===== src/rtl/gzip_out_framer_if.sv =====
// rtl/gzip_out_framer_if.sv - framed AXI-Stream output bus of gzip_out_framer
interface gzip_out_framer_if;
    logic [31:0] m_axis_tdata;
    logic        m_axis_tvalid;
    logic        m_axis_tready;
    logic        m_axis_tlast;
    logic        m_axis_tuser;

    modport master (
        output m_axis_tdata,
        output m_axis_tvalid,
        output m_axis_tlast,
        output m_axis_tuser,
        input  m_axis_tready
    );

    modport slave (
        input  m_axis_tdata,
        input  m_axis_tvalid,
        input  m_axis_tlast,
        input  m_axis_tuser,
        output m_axis_tready
    );
endinterface


===== src/rtl/gzip_out_framer.sv =====
// rtl/gzip_out_framer.sv - frames gzip output words onto AXI-Stream (option: GZIP_OUT_FRAMER_BYTE_SWAP_EN)
module gzip_out_framer #(
    parameter int FRAME_LEN_WIDTH = 16,
    parameter int STAT_WIDTH      = 32
) (
    input  logic                       core_clock,
    input  logic                       bus_reset,
    input  logic                       fifo_empty,
    output logic                       fifo_rden,
    input  logic [31:0]                fifo_dout,
    input  logic                       gzip_done,
    input  logic [FRAME_LEN_WIDTH-1:0] frame_words,
    gzip_out_framer_if.master          m_axis,
    output logic [STAT_WIDTH-1:0]      words_out,
    output logic [STAT_WIDTH-1:0]      frames_out,
    output logic                       stream_end
);

    typedef enum logic [1:0] {IDLE, STREAM, FLUSH, DONE} state_t;

    state_t                     state_q;
    logic [31:0]                b0_q, b1_q, b0_d, b1_d;
    logic [1:0]                 count_q, count_d;
    logic                       rd_q;
    logic [FRAME_LEN_WIDTH-1:0] cnt_q, len_q;
    logic [STAT_WIDTH-1:0]      words_q, frames_q;
    logic                       stream_end_q;

    logic [31:0] din_w;
    logic [1:0]  free_w;
    logic        final_w, valid_w, last_w, user_w, pop_w, push_w, boundary_w;

    // Output release decision, read throttling and the 2-entry buffer next state.
    // b0 is the head word presented on the bus; the newest word is never shown
    // until either a successor is arriving or the stream is confirmed finished.
    always_comb begin
`ifdef GZIP_OUT_FRAMER_BYTE_SWAP_EN
        din_w = {fifo_dout[7:0], fifo_dout[15:8], fifo_dout[23:16], fifo_dout[31:24]};
`else
        din_w = fifo_dout;
`endif
        push_w     = rd_q;
        final_w    = (state_q == FLUSH) && gzip_done && fifo_empty && !rd_q && (count_q == 2'd1);
        valid_w    = (count_q == 2'd2) || ((count_q == 2'd1) && (rd_q || final_w));
        boundary_w = (len_q != '0) && (cnt_q == len_q - FRAME_LEN_WIDTH'(1));
        last_w     = valid_w && (boundary_w || final_w);
        user_w     = valid_w && final_w;
        pop_w      = valid_w && m_axis.m_axis_tready;
        // A slot vacated by this cycle's handshake counts, which keeps 1 word/cycle.
        free_w     = 2'd2 - count_q + {1'b0, pop_w};
        fifo_rden  = !bus_reset && !fifo_empty && (free_w > {1'b0, rd_q});

        count_d = count_q;
        b0_d    = b0_q;
        b1_d    = b1_q;
        case ({push_w, pop_w})
            2'b10: begin
                if (count_q == 2'd0) b0_d = din_w;
                else                 b1_d = din_w;
                count_d = count_q + 2'd1;
            end
            2'b01: begin
                b0_d    = b1_q;
                count_d = count_q - 2'd1;
            end
            2'b11: begin
                if (count_q == 2'd1) begin
                    b0_d = din_w;
                end else begin
                    b0_d = b1_q;
                    b1_d = din_w;
                end
            end
            default: ;
        endcase
    end

    // Buffer storage and the one-deep read-in-flight flag.
    always_ff @(posedge core_clock or posedge bus_reset) begin
        if (bus_reset) begin
            b0_q    <= '0;
            b1_q    <= '0;
            count_q <= '0;
            rd_q    <= 1'b0;
        end else begin
            b0_q    <= b0_d;
            b1_q    <= b1_d;
            count_q <= count_d;
            rd_q    <= fifo_rden;
        end
    end

    // Per-frame word counter with frame length frozen once a frame's first word is shown.
    always_ff @(posedge core_clock or posedge bus_reset) begin
        if (bus_reset) begin
            cnt_q        <= '0;
            len_q        <= '0;
            words_q      <= '0;
            frames_q     <= '0;
            stream_end_q <= 1'b0;
        end else begin
            stream_end_q <= pop_w && user_w;
            if (pop_w) begin
                words_q <= words_q + STAT_WIDTH'(1);
                if (last_w) begin
                    frames_q <= frames_q + STAT_WIDTH'(1);
                    cnt_q    <= '0;
                    len_q    <= frame_words;
                end else begin
                    cnt_q <= cnt_q + FRAME_LEN_WIDTH'(1);
                end
            end else if ((cnt_q == '0) && !valid_w) begin
                len_q <= frame_words;
            end
        end
    end

    // Stream lifecycle; final release is only allowed while flushing.
    always_ff @(posedge core_clock or posedge bus_reset) begin
        if (bus_reset) begin
            state_q <= IDLE;
        end else begin
            case (state_q)
                IDLE:    if (push_w) state_q <= STREAM;
                STREAM:  if (gzip_done) state_q <= FLUSH;
                FLUSH:   if (pop_w && user_w) state_q <= DONE;
                DONE:    if (!gzip_done) state_q <= IDLE;
                default: state_q <= IDLE;
            endcase
        end
    end

    assign m_axis.m_axis_tdata  = b0_q;
    assign m_axis.m_axis_tvalid = valid_w;
    assign m_axis.m_axis_tlast  = last_w;
    assign m_axis.m_axis_tuser  = user_w;
    assign words_out            = words_q;
    assign frames_out           = frames_q;
    assign stream_end           = stream_end_q;

endmodule


===== src/flat_wrapper.sv =====
// flat-port wrapper written by rule: the top's interface ports become plain ports
module gzip_out_framer_flat 
#(
    parameter int FRAME_LEN_WIDTH = 16,
    parameter int STAT_WIDTH      = 32
)
  (core_clock, bus_reset, fifo_empty, fifo_rden, fifo_dout, gzip_done, frame_words, words_out, frames_out, stream_end, m_axis_m_axis_tdata, m_axis_m_axis_tvalid, m_axis_m_axis_tlast, m_axis_m_axis_tuser, m_axis_m_axis_tready);
  gzip_out_framer_if m_axis_i ();
  input  logic core_clock;
  input  logic bus_reset;
  input  logic fifo_empty;
  output logic fifo_rden;
  input  logic [31:0] fifo_dout;
  input  logic gzip_done;
  input  logic [FRAME_LEN_WIDTH-1:0] frame_words;
  output logic [STAT_WIDTH-1:0] words_out;
  output logic [STAT_WIDTH-1:0] frames_out;
  output logic stream_end;
  output wire logic [$bits(m_axis_i.m_axis_tdata)-1:0] m_axis_m_axis_tdata;
  output wire logic [$bits(m_axis_i.m_axis_tvalid)-1:0] m_axis_m_axis_tvalid;
  output wire logic [$bits(m_axis_i.m_axis_tlast)-1:0] m_axis_m_axis_tlast;
  output wire logic [$bits(m_axis_i.m_axis_tuser)-1:0] m_axis_m_axis_tuser;
  input wire logic [$bits(m_axis_i.m_axis_tready)-1:0] m_axis_m_axis_tready;
  assign m_axis_m_axis_tdata = m_axis_i.m_axis_tdata;
  assign m_axis_m_axis_tvalid = m_axis_i.m_axis_tvalid;
  assign m_axis_m_axis_tlast = m_axis_i.m_axis_tlast;
  assign m_axis_m_axis_tuser = m_axis_i.m_axis_tuser;
  assign m_axis_i.m_axis_tready = m_axis_m_axis_tready;
  gzip_out_framer #(.FRAME_LEN_WIDTH(FRAME_LEN_WIDTH), .STAT_WIDTH(STAT_WIDTH)) u_core (.core_clock(core_clock), .bus_reset(bus_reset), .fifo_empty(fifo_empty), .fifo_rden(fifo_rden), .fifo_dout(fifo_dout), .gzip_done(gzip_done), .frame_words(frame_words), .m_axis(m_axis_i), .words_out(words_out), .frames_out(frames_out), .stream_end(stream_end));
endmodule

===== config.mk =====
export PLATFORM = sky130hd
export DESIGN_NAME = gzip_out_framer_flat
export DESIGN_NICKNAME = d
export VERILOG_FILES = /design/src/rtl/gzip_out_framer_if.sv /design/src/rtl/gzip_out_framer.sv /design/src/flat_wrapper.sv
export SDC_FILE = /design/constraint.sdc
export NUM_CORES = 1
export LEC_CHECK = 0
export ABC_AREA = 1
export BUFFER_PORTS_ARGS = -buffer_cell sky130_fd_sc_hd__buf_2
export CAP_MARGIN = 25
export CORE_MARGIN = 4
export CORE_UTILIZATION = 55
export CTS_BUF_LIST = sky130_fd_sc_hd__clkbuf_8
export DETAILED_ROUTE_END_ITERATION = 10
export MAX_ROUTING_LAYER = met4
export PLACE_DENSITY = 0.85
export REMOVE_ABC_BUFFERS = 1
export SLEW_MARGIN = 20
export SYNTH_ARGS = -nofsm -noshare
export SYNTH_HDL_FRONTEND = slang
export SYNTH_SLANG_ARGS = --single-unit

===== constraint.sdc =====
create_clock -name core_clock -period 12.35 [get_ports core_clock]
set_input_delay 3.705 -clock core_clock [delete_from_list [all_inputs] [get_ports core_clock]]
set_output_delay 3.705 -clock core_clock [all_outputs]
set_load 0.005 [all_outputs]

-- Word-level counts from Yosys, hierarchy flattened
Index checks and enable logic that the tools add are counted.
- register bits: 166
- bits in latches: 0
- bits in writable memories: 0
- ROM bits: 0
- memories kept: 0
- add/subtract/negate cells: 8
- $mul: 0
- div/mod/pow operators: 0
- order comparisons: 1
- equal/unequal tests: 17
- shift operators: 0
- multiplexer cells: 16
- bitwise gates (word level): 0
- reductions and logical operators: 33
- operators with widths (kind ; number):
    32-bit 2-to-1 mux ; 4
    32-bit one-hot mux with 3 select lines ; 1
    32-bit by 1-bit adder with 32-bit output (second input constant) ; 2
    16-bit 2-to-1 mux ; 4
    32-bit one-hot mux with 2 select lines ; 1
    16-bit by 1-bit adder with 16-bit output (second input constant) ; 1
    16-bit == test ; 1
    16-bit logical NOT ; 1
    16-bit nonzero test ; 1
    16-bit by 1-bit subtractor with 16-bit output (second input constant) ; 1
    1-bit logical AND ; 13
    2-bit inequality test (second input constant) ; 6
    2-bit == test (second input constant) ; 5
    2-bit 2-to-1 mux ; 4
    2-bit one-hot mux with 4 select lines ; 1
    2-bit by 1-bit == test with 1-bit output (second input constant) ; 3
    2-bit AND reduction ; 3
    2-bit nonzero test ; 3
    1-bit logical NOT ; 4
    2-bit logical NOT ; 2
    2-bit by 1-bit inequality test with 1-bit output (second input constant) ; 2
    2-bit one-hot mux with 2 select lines ; 1
    4-bit AND reduction ; 1
    1-bit logical OR ; 3
    other kinds (7) ; 7

-- Longest topological paths before layout
Gate-level depths: netlist (run 1).
- word-level depth: 12
- gate-level depth with buffers: 19

-- Worst setup path after synthesis (run 1)
OpenSTA, ideal clock, no wires.
- path type: input to output
- from: input port fifo_empty
- to: output port fifo_rden
- data arrival time: 5.461 ns
- required time: 8.645 ns
- slack: 3.184 ns
- cell stages on the path: 12
- cells stage by stage: nand3_1 > nand2_1 > a21oi_1 > nor2_1 > buf_4 > inv_2 > clkbuf_1 > ha_1 > ha_1 > o21ai_0 > o21ai_0 > inv_1
- cells in the longest elaborated chain, start to end: 10
- elaborated cells on any way between the ends: 12
- classes of those cells: 1 x add/sub; 1 x order compare; 10 x reduce/logical
- RTL lines (item ; RTL line ; RTL):
    start: declaration ; flat_wrapper.sv:11 ; input logic fifo_empty;
    1-bit logical AND (3 in a row) ; gzip_out_framer.sv:43 ; final_w = (state_q == FLUSH) && gzip_done && fifo_empty && !rd_q && (count_q == 2'd1);
    1-bit logical OR ; gzip_out_framer.sv:44 ; valid_w = (count_q == 2'd2) || ((count_q == 2'd1) && (rd_q || final_w));
    1-bit logical AND ; gzip_out_framer.sv:44 ;
    1-bit logical OR ; gzip_out_framer.sv:44 ;
    1-bit logical AND ; gzip_out_framer.sv:48 ; pop_w = valid_w && m_axis.m_axis_tready;
    2-bit by 1-bit adder with 2-bit output ; gzip_out_framer.sv:50 ; free_w = 2'd2 - count_q + {1'b0, pop_w};
    2-bit by 1-bit greater-than comparator with 1-bit output ; gzip_out_framer.sv:51 ; fifo_rden = !bus_reset && !fifo_empty && (free_w > {1'b0, rd_q});
    1-bit logical AND (*) ; gzip_out_framer.sv:51 ;
    end: declaration ; flat_wrapper.sv:12 ; output logic fifo_rden;
Mark *: on every way between the ends. The rest lies on a longest branch, timed or not.

-- Worst setup path after layout (run 1)
Same ends and word-level chain as after synthesis.

==> results of run 1 <==
-- worst max-delay path, cell delays in order --
cell and delay (ns):
buf_2 0.12, nand3_1 0.11, nand2_1 0.07, a21oi_1 0.28
nor2_2 0.05, buf_4 0.23, inv_2 0.23, ha_1 0.29
ha_1 0.29, o21ai_0 0.07, o21ai_0 0.19, inv_1 0.08
buf_2 0.15
-- metrics by stage --
step / power [W] / cell area (µm²) / utilization / hold slack (ns)
after floorplan: 0.00142 / 8720 / - / 0.453
after global placement: 0.00164 / 9830 / 0.619 / 0.452
after detailed placement: 0.00168 / 9860 / 0.621 / 0.474
after CTS: 0.00213 / 10300 / 0.649 / 0.491
after global routing: 0.00231 / 10300 / 0.649 / 0.518
final: 0.00212 / 10300 / 0.649 / 0.487
-- final timing paths --
kind | startpoint | end | slack (ns)
worst max register to register | u_core.state_q[0] | u_core.b1_q[9] | 9.31
worst min register to register | u_core.words_out[31] | u_core.words_out[31] | 0.49
min in group asynchronous | bus_reset | u_core.count_q[1] | 3.41
worst max-delay path | fifo_empty | fifo_rden | 2.77
max in group asynchronous | bus_reset | u_core.words_out[9] | 7.73
worst min-delay path | u_core.words_out[31] | u_core.words_out[31] | 0.49
-- state kept, by name (all words and copies together) (netlist names) --
| register | cells |
|---|---|
| u_core.len_q | 16 |
| u_core.b1_q | 32 |
| u_core.push_w | 1 |
| u_core.words_out | 32 |
| u_core.cnt_q | 16 |
| u_core.state_q | 2 |
| u_core.count_q | 2 |
| u_core.stream_end | 1 |
| u_core.m_axis.m_axis_tdata | 32 |
| u_core.frames_out | 32 |
-- final cells by class --
| class | instances | share of cell area |
|---|---|---|
| inverters | 141 | 0.0521 |
| repair buffers | 160 | 0.0813 |
| clock inverters | 15 | 0.0208 |
| well taps | 216 | 0.0262 |
| clock buffers | 17 | 0.0227 |
| flip-flops and latches | 166 | 0.403 |
| multi-input cells | 738 | 0.394 |
-- power groups by stage --
stage	Sequential (W)	Combinational, W	Clock [W]
after detailed placement	0.000829	0.000856	0
final	0.000822	0.000854	0.000443
after floorplan	0.000806	0.000616	0
after CTS	0.000821	0.000861	0.000453
after global routing	0.000842	0.000987	0.000478
after global placement	0.000820	0.000820	0
-- per-layer routing --
metal / global-route usage / vias to the layer above / share of wire
li1: - / 3702 / -
met1: 0.312 / 3499 / 0.44
met2: 0.377 / 222 / 0.49
met3: 0.0451 / 24 / 0.058
met4: 0.0577 / 0 / 0.014
met5: - / - / 0
-- cells in the final DEF, fill, tap and decap left out, types with 4 or more instances in the layout --
master / instances
bufinv_16: 4
nor2_1: 84
dfrtp_1: 166
nand4_1: 18
nand2_1: 295
mux2_2: 32
nand2_2: 13
nor2_2: 12
ha_1: 18
buf_4: 6
xnor2_1: 28
o21ai_1: 5
inv_6: 7
xor2_1: 55
nand3_1: 50
o22ai_1: 32
clkbuf_8: 17
o21ai_0: 42
inv_1: 136
nor3_1: 22
nor4_1: 12
buf_2: 153
-- cell families after synthesis --
| logic type | Yosys count | share of synthesized area |
|---|---|---|
| and+or+nand+nor | 517 | 0.251 |
| buffers and inverters | 171 | 0.0786 |
| DFF | 166 | 0.467 |
| AOI/OAI and AO/OA | 88 | 0.0551 |
| xor gates and xnor gates | 83 | 0.0818 |
| muxes | 32 | 0.0406 |
| adders and majority gates | 18 | 0.0253 |
==> impl_metrics.py, run 1 <==
metrics = {
    "status": {
        "status": "completed",
    },
    "placement": {
        "pre_cts_ws_ns": 2.79,
        "place_congestion": 0.892,
        "place_hpwl_um": 14500,
        "numPortBuffers": 153,
        "placed_cells": 1421,
    },
    "synthesis": {
        "yosys_most_used_dff": "dfrtp_1",
        "ys_types": 37,
        "ys_warn_count": 0,
        "syn-instance-count": 1075,
        "synth_area_per_cell_um2": 8.27,
        "synth-edff-count": 0,
        "synth.cells.most_frequent": "nand2_1 (295), dfrtp_1 (166), inv_1 (137)",
        "synth_area_leader_cell": "dfrtp_1",
        "synth_seq_cells": 166,
        "ys_seq_area_frac": 0.467,
        "synth_area_mm2": 0.00889,
        "synth_most_common_cell": "nand2_1",
        "yosys-top-cells-area": "dfrtp_1 (47%), nand2_1 (12%), inv_1 (5.8%)",
        "netlist.area_leader.share": 0.467,
        "ys_async_sr_fraction": 1.00,
    },
    "route": {
        "routed_via_density": 5.13,
        "wl_um": 20300,
        "ant_nets": 0,
        "firstDrtPassIters": 5,
        "drt_iter0_drc": 484,
        "drc_errors": 0,
        "vias": 7447,
        "wl_per_cell_um": 14.0,
    },
    "clocking": {
        "clkTransAtPathRegs_ns": 0.09,
        "cts_buffers": 17,
        "htreeDepth": 4,
        "cts.sinks": 166,
        "cts_tree": "done",
        "cts_root_buf": "clkbuf_8",
        "insertion_delay_ns": 0.45,
        "post_cts_resized": 0,
        "hold_buffers": 0,
        "clockBufferDepth": 2,
        "cts_setup_buffers": 0,
    },
    "global_routing": {
        "grt_pass1_vias": 7198,
        "antenna_found_initial": 0,
        "grt_max_degree": 81,
        "grt_pass1_wl_um": 34200,
        "grt.total_usage": 0.235,
        "overflow": 0,
    },
    "timing": {
        "fin_setup_tns_ns": 0,
        "rsz0062_at_grt": "no",
        "min_period_ns": 9.58,
        "worstMarginPinSlew_ns": 0.811,
        "slew_headroom": 0.457,
        "skew_ns": 0.0142,
        "setup_slack_ns": 2.77,
        "clock.fmax_mhz": 104,
        "setup_violations": 0,
        "slew_viol_final": 0,
        "final.period_utilization": 0.776,
        "hold_viol": 0,
    },
    "power": {
        "netSwitchingPower_w": 0.000832,
        "pwr-share-comb": 0.403,
        "ir_drop_uv": 143,
        "switching_share": 0.392,
        "p_clk_frac": 0.209,
        "powerDensity_mw_per_mm2": 206,
        "leakage_nw": 5.50,
        "seqPwrFrac": 0.388,
        "internal_power_w": 0.00129,
    },
    "worst_hold_path": {
        "min_delay_path_depth": 1,
        "worstHoldPathType": "flop to flop",
    },
    "floorplanning": {
        "die-width_um": 135,
        "ioPinCount": 154,
        "initial_core_util": 0.559,
        "num_rows": 46,
        "fp.dieH_um": 135,
        "dieArea_mm2": 0.0183,
        "core_mm2": 0.0159,
    },
    "layout": {
        "final_nets": 1295,
        "fillers": 1346,
        "seq_area_mm2": 0.00415,
        "multi_input_area_mm2": 0.00406,
        "fin_cells": 1453,
        "layout-drive-gt1-share": 0.213,
        "antenna_cells": 0,
        "area_growth_pct": 16.0,
    },
    "setup_path": {
        "ff2ff_path_depth": 16,
        "crit_path_end_kind": "output pin",
        "cp.arrival_ns": 5.88,
        "worstSetupPathType": "input port to output pin",
        "start_kind": "input port",
        "crit_path_max_fanout": 22,
        "worstPathRequired_ns": 8.64,
    },
    "run": {
        "max_cap_viol_count": 0,
    },
}
(Power assumes the default switching activity.)
==> run 2, diff against run 1 <==
- clock period: 12.35 -> 9.7 ns (I/O delays scaled with it)
==> impl_metrics.py, run 2 (synthesis results as in run 1) <==
metrics = {
    "status": {
        "status": "completed",
    },
    "layout": {
        "antenna_cells": 0,
        "fin_cells": 1452,
        "layout_common_cells": "nand2_1 (295), dfrtp_1 (166), buf_2 (153)",
        "layout-drive-gt1-share": 0.212,
        "final_nets": 1294,
        "final_area_mm2": 0.0103,
        "utilization": 0.647,
        "area_growth_pct": 15.6,
        "final_common_cell": "nand2_1",
    },
    "global_routing": {
        "grt_pass1_wl_um": 34400,
        "grt_util_met3": 0.0455,
        "antenna_found_initial": 0,
        "use_met2": 0.384,
        "grt_use_met1": 0.307,
        "grt_pass1_vias": 7319,
        "grt.total_usage": 0.236,
        "overflow": 0,
        "top_usage_layer": "met2",
        "grt_max_degree": 86,
    },
    "setup_path": {
        "start_kind": "input port",
        "cp.arrival_ns": 4.99,
        "crit_path_max_fanout": 22,
        "worstSetupPathType": "input port to output pin",
        "worstPathRequired_ns": 6.79,
        "crit_path_end_kind": "output pin",
    },
    "clocking": {
        "insertion_delay_ns": 0.45,
        "cts_root_buf": "clkbuf_8",
        "cts_setup_buffers": 0,
        "post_cts_resized": 0,
        "cts_buffers": 17,
        "cts_tree": "done",
        "clkTransAtPathRegs_ns": 0.09,
        "hold_buffers": 0,
        "cts.sinks": 166,
        "clockBufferDepth": 2,
        "htreeDepth": 4,
    },
    "timing": {
        "final.period_utilization": 0.814,
        "hold_viol": 0,
        "slew_headroom": 0.478,
        "rsz0062_at_grt": "no",
        "setup_slack_ns": 1.80,
        "worstMarginPinSlew_ns": 0.780,
        "min_period_ns": 7.90,
        "slew_viol_final": 0,
        "skew_ns": 0.0166,
        "setup_violations": 0,
        "clock.fmax_mhz": 127,
        "fin_setup_tns_ns": 0,
    },
    "power": {
        "powerDensity_mw_per_mm2": 260,
        "leakage_nw": 5.48,
        "ir_drop_uv": 152,
    },
    "floorplanning": {
        "die-width_um": 135,
        "num_rows": 46,
        "fp.dieH_um": 135,
        "dieArea_mm2": 0.0183,
        "ioPinCount": 154,
        "initial_core_util": 0.559,
        "core_mm2": 0.0159,
    },
    "route": {
        "wl_per_cell_um": 13.9,
        "drc_errors": 0,
        "drt_iter0_drc": 577,
        "ant_nets": 0,
        "firstDrtPassIters": 7,
        "routed_via_density": 5.19,
        "wl_um": 20200,
        "vias": 7533,
    },
    "placement": {
        "place_hpwl_um": 14200,
        "place_congestion": 0.881,
        "placed_cells": 1420,
        "pre_cts_ws_ns": 1.84,
        "place_area_mm2": 0.00983,
        "numPortBuffers": 153,
    },
    "worst_hold_path": {
        "worstHoldPathType": "flop to flop",
    },
    "run": {
        "max_cap_viol_count": 0,
    },
}
==> run 2: cell count changes in the layout (fill, tap and decap cells not counted), sizes merged <==
cell and change:
buf -1, bufinv -1, clkbuf +1, clkinv +1
clkinvlp +2, inv -3
==> run 2: worst max-delay path: stages <==
cell     delay (ns)
buf_2          0.13
nand3_1        0.11
nand2_1        0.07
a21oi_1        0.28
nor2_2         0.05
buf_4          0.23
inv_2          0.23
ha_1           0.28
ha_1           0.27
o21ai_0        0.13
o21ai_0        0.09
inv_1          0.08
buf_2          0.13
==> run 2: layout make-up <==
cell class	instances	area, µm²
fill	1314	5610
sequential	166	4150
multi-input combinational	738	4060
timing repair buffer	159	815
inverter	141	537
tap	216	270
clock buffer	18	248
clock inverter	14	189
==> run 2: final timing paths <==
path                                      start                        endpoint  slack, ns  cells after the start
hold / removal             u_core.words_out[31]            u_core.words_out[31]       0.47                      1
hold reg to reg            u_core.words_out[31]            u_core.words_out[31]       0.47                      1
setup reg to reg              u_core.state_q[0]                 u_core.b1_q[10]       6.67                     15
setup / recovery                     fifo_empty                       fifo_rden       1.80                     13
max in group asynchronous             bus_reset  u_core.m_axis.m_axis_tdata[27]       5.87                      3
min in group asynchronous             bus_reset             u_core.words_out[5]       2.63                      2
==> run 2: per-stage QoR <==
| step | hold slack (ns) | total power [W] |
|---|---|---|
| CTS | 0.478 | 0.00269 |
| global placement | 0.451 | 0.00209 |
| finish | 0.471 | 0.00267 |
| global route | 0.479 | 0.00290 |
| detailed placement | 0.463 | 0.00214 |
| floorplan | 0.453 | 0.00181 |
==> run 2: metal layers <==
metal / wire [µm] / up-vias
met5: 0 / -
met1: 8960 / 3595
met2: 9950 / 221
met4: 295 / 0
met3: 994 / 25
li1: - / 3692
==> run 2: where the power goes <==
| part | switching (W) | internal (W) | total [W] |
|---|---|---|---|
| logic | 0.000624 | 0.000458 | 0.00108 |
| registers | 0.000154 | 0.000891 | 0.00105 |
| clock network | 0.000276 | 0.000269 | 0.000545 |
| total | 0.00105 | 0.00162 | 0.00267 |
==> run 3, diff against run 2 <==
- CORE_UTILIZATION: 55 -> 53
- clock period: 9.7 -> 7.2 ns (I/O delays scaled with it)
==> impl_metrics.py, run 3 (synthesis results as in run 1) <==
metrics = {
    "route": {
        "wl_um": 19700,
        "vias": 7376,
        "routed_via_density": 5.06,
        "drt_iter0_drc": 375,
        "ant_nets": 0,
        "drc_errors": 0,
        "firstDrtPassIters": 5,
        "wl_per_cell_um": 13.5,
    },
    "floorplanning": {
        "core_mm2": 0.0165,
        "die-width_um": 137,
        "dieArea_mm2": 0.0189,
        "fp.dieH_um": 137,
        "initial_core_util": 0.538,
        "ioPinCount": 154,
        "num_rows": 47,
    },
    "setup_path": {
        "critPathTopFamily": "buffers and inverters",
        "cp.arrival_ns": 3.98,
        "reg2reg_to": "u_core.m_axis.m_axis_tdata[16]",
        "cp_slowest_cell": "a21oi_1",
        "r2r_setup_slack_ns": 4.26,
        "crit_path_end_kind": "output pin",
        "worstSetupPathType": "input port to output pin",
        "crit_path_max_incr_delay_ns": 0.27,
        "worstPathRequired_ns": 5.04,
        "crit_path_max_fanout": 14,
        "ff2ff_path_depth": 14,
        "cp_num_buf_inv": 4,
        "cp_cell_sequence": "buf_2, nand3_1, nand2_1, a21oi_1, nor2_2, inv_2, ha_1, ha_1, o21ai_0, o21ai_0, inv_1, buf_2",
        "rr_startpoint": "u_core.state_q[0]",
        "start_kind": "input port",
    },
    "timing": {
        "clock.fmax_mhz": 163,
        "min_period_ns": 6.14,
        "skew_ns": 0.0172,
        "hold_viol": 0,
        "setup_slack_ns": 1.06,
        "final.period_utilization": 0.853,
        "setup_violations": 0,
        "worstMarginPinSlew_ns": 0.904,
        "fin_setup_tns_ns": 0,
        "rsz0062_at_grt": "no",
        "slew_viol_final": 0,
        "slew_headroom": 0.398,
    },
    "clocking": {
        "cts_setup_buffers": 0,
        "cts.sinks": 166,
        "hold_buffers": 0,
        "htreeDepth": 4,
        "insertion_delay_ns": 0.46,
        "cts_tree": "done",
        "cts_buffers": 17,
        "post_cts_resized": 0,
        "clockBufferDepth": 2,
        "clkTransAtPathRegs_ns": 0.10,
        "cts_root_buf": "clkbuf_8",
    },
    "power": {
        "ir_drop_uv": 188,
        "leakage_nw": 5.50,
        "finalPower_w": 0.00365,
        "powerDensity_mw_per_mm2": 354,
    },
    "placement": {
        "place_hpwl_um": 14100,
        "placed_cells": 1426,
        "pre_cts_ws_ns": 1.07,
        "place_congestion": 0.876,
        "numPortBuffers": 153,
    },
    "global_routing": {
        "overflow": 0,
        "antenna_found_initial": 1,
        "grt_pass1_vias": 7162,
        "grt_max_degree": 73,
        "grt_pass1_wl_um": 33300,
        "grt.total_usage": 0.224,
    },
    "layout": {
        "fin_cells": 1459,
        "utilization": 0.625,
        "layout_common_cells": "nand2_1 (295), dfrtp_1 (166), buf_2 (153)",
        "layout-drive-gt1-share": 0.213,
        "final_common_cell": "nand2_1",
        "area_growth_pct": 16.2,
        "final_nets": 1296,
    },
    "worst_hold_path": {
        "min_from": "u_core.words_out[31]",
        "hold_end": "u_core.words_out[31]",
        "min_delay_path_depth": 1,
        "worstHoldPathType": "flop to flop",
    },
    "status": {
        "status": "completed",
    },
    "run": {
        "max_cap_viol_count": 0,
    },
}
==> run 3: layout make-up <==
class                      count  area (µm²)
fill                        1403        6200
sequential                   166        4150
multi-input combinational    738        4060
timing repair buffer         161         826
inverter                     141         537
tap                          220         275
clock inverter                15         238
clock buffer                  17         234
antenna                        1        2.50
==> run 3: worst max-delay path by stage <==
stage,end,from,depth (start not counted)
3_3_place_gp,fifo_rden,gzip_done,12
4_1_cts,fifo_rden,gzip_done,12
2_1_floorplan,u_core.b1_q[0],bus_reset,1
3_5_place_dp,fifo_rden,gzip_done,12
5_1_grt,fifo_rden,gzip_done,12
6_report,fifo_rden,gzip_done,12
==> run 3: layer usage <==
layer  up-vias  GRT usage  part of all wire
li1       3708          -                 -
met1      3467      0.292              0.45
met2       182      0.356              0.48
met3        19     0.0457             0.056
met4         0     0.0665             0.013
met5         -          -                 0
==> run 3: worst register-to-register path: cells and delay by family, from the launching register on <==
family	cells	cell delay (ns)
buf+inv	4	0.84
fa+ha+maj	2	0.51
compound gates	3	0.47
mux	1	0.29
simple gates	4	0.32
flops	1	0.39
==> run 3: where the power goes <==
part,internal [W],switching [W]
Clock,0.000423,0.000376
Combinational,0.000616,0.000831
Sequential,0.00120,0.000206
==> run 3: through the flow <==
step,hold slack (ns),cell area (µm²)
after floorplan,0.453,8720
after global placement,0.452,9850
after detailed placement,0.456,9850
after CTS,0.474,10300
after global routing,0.486,10300
final,0.469,10300
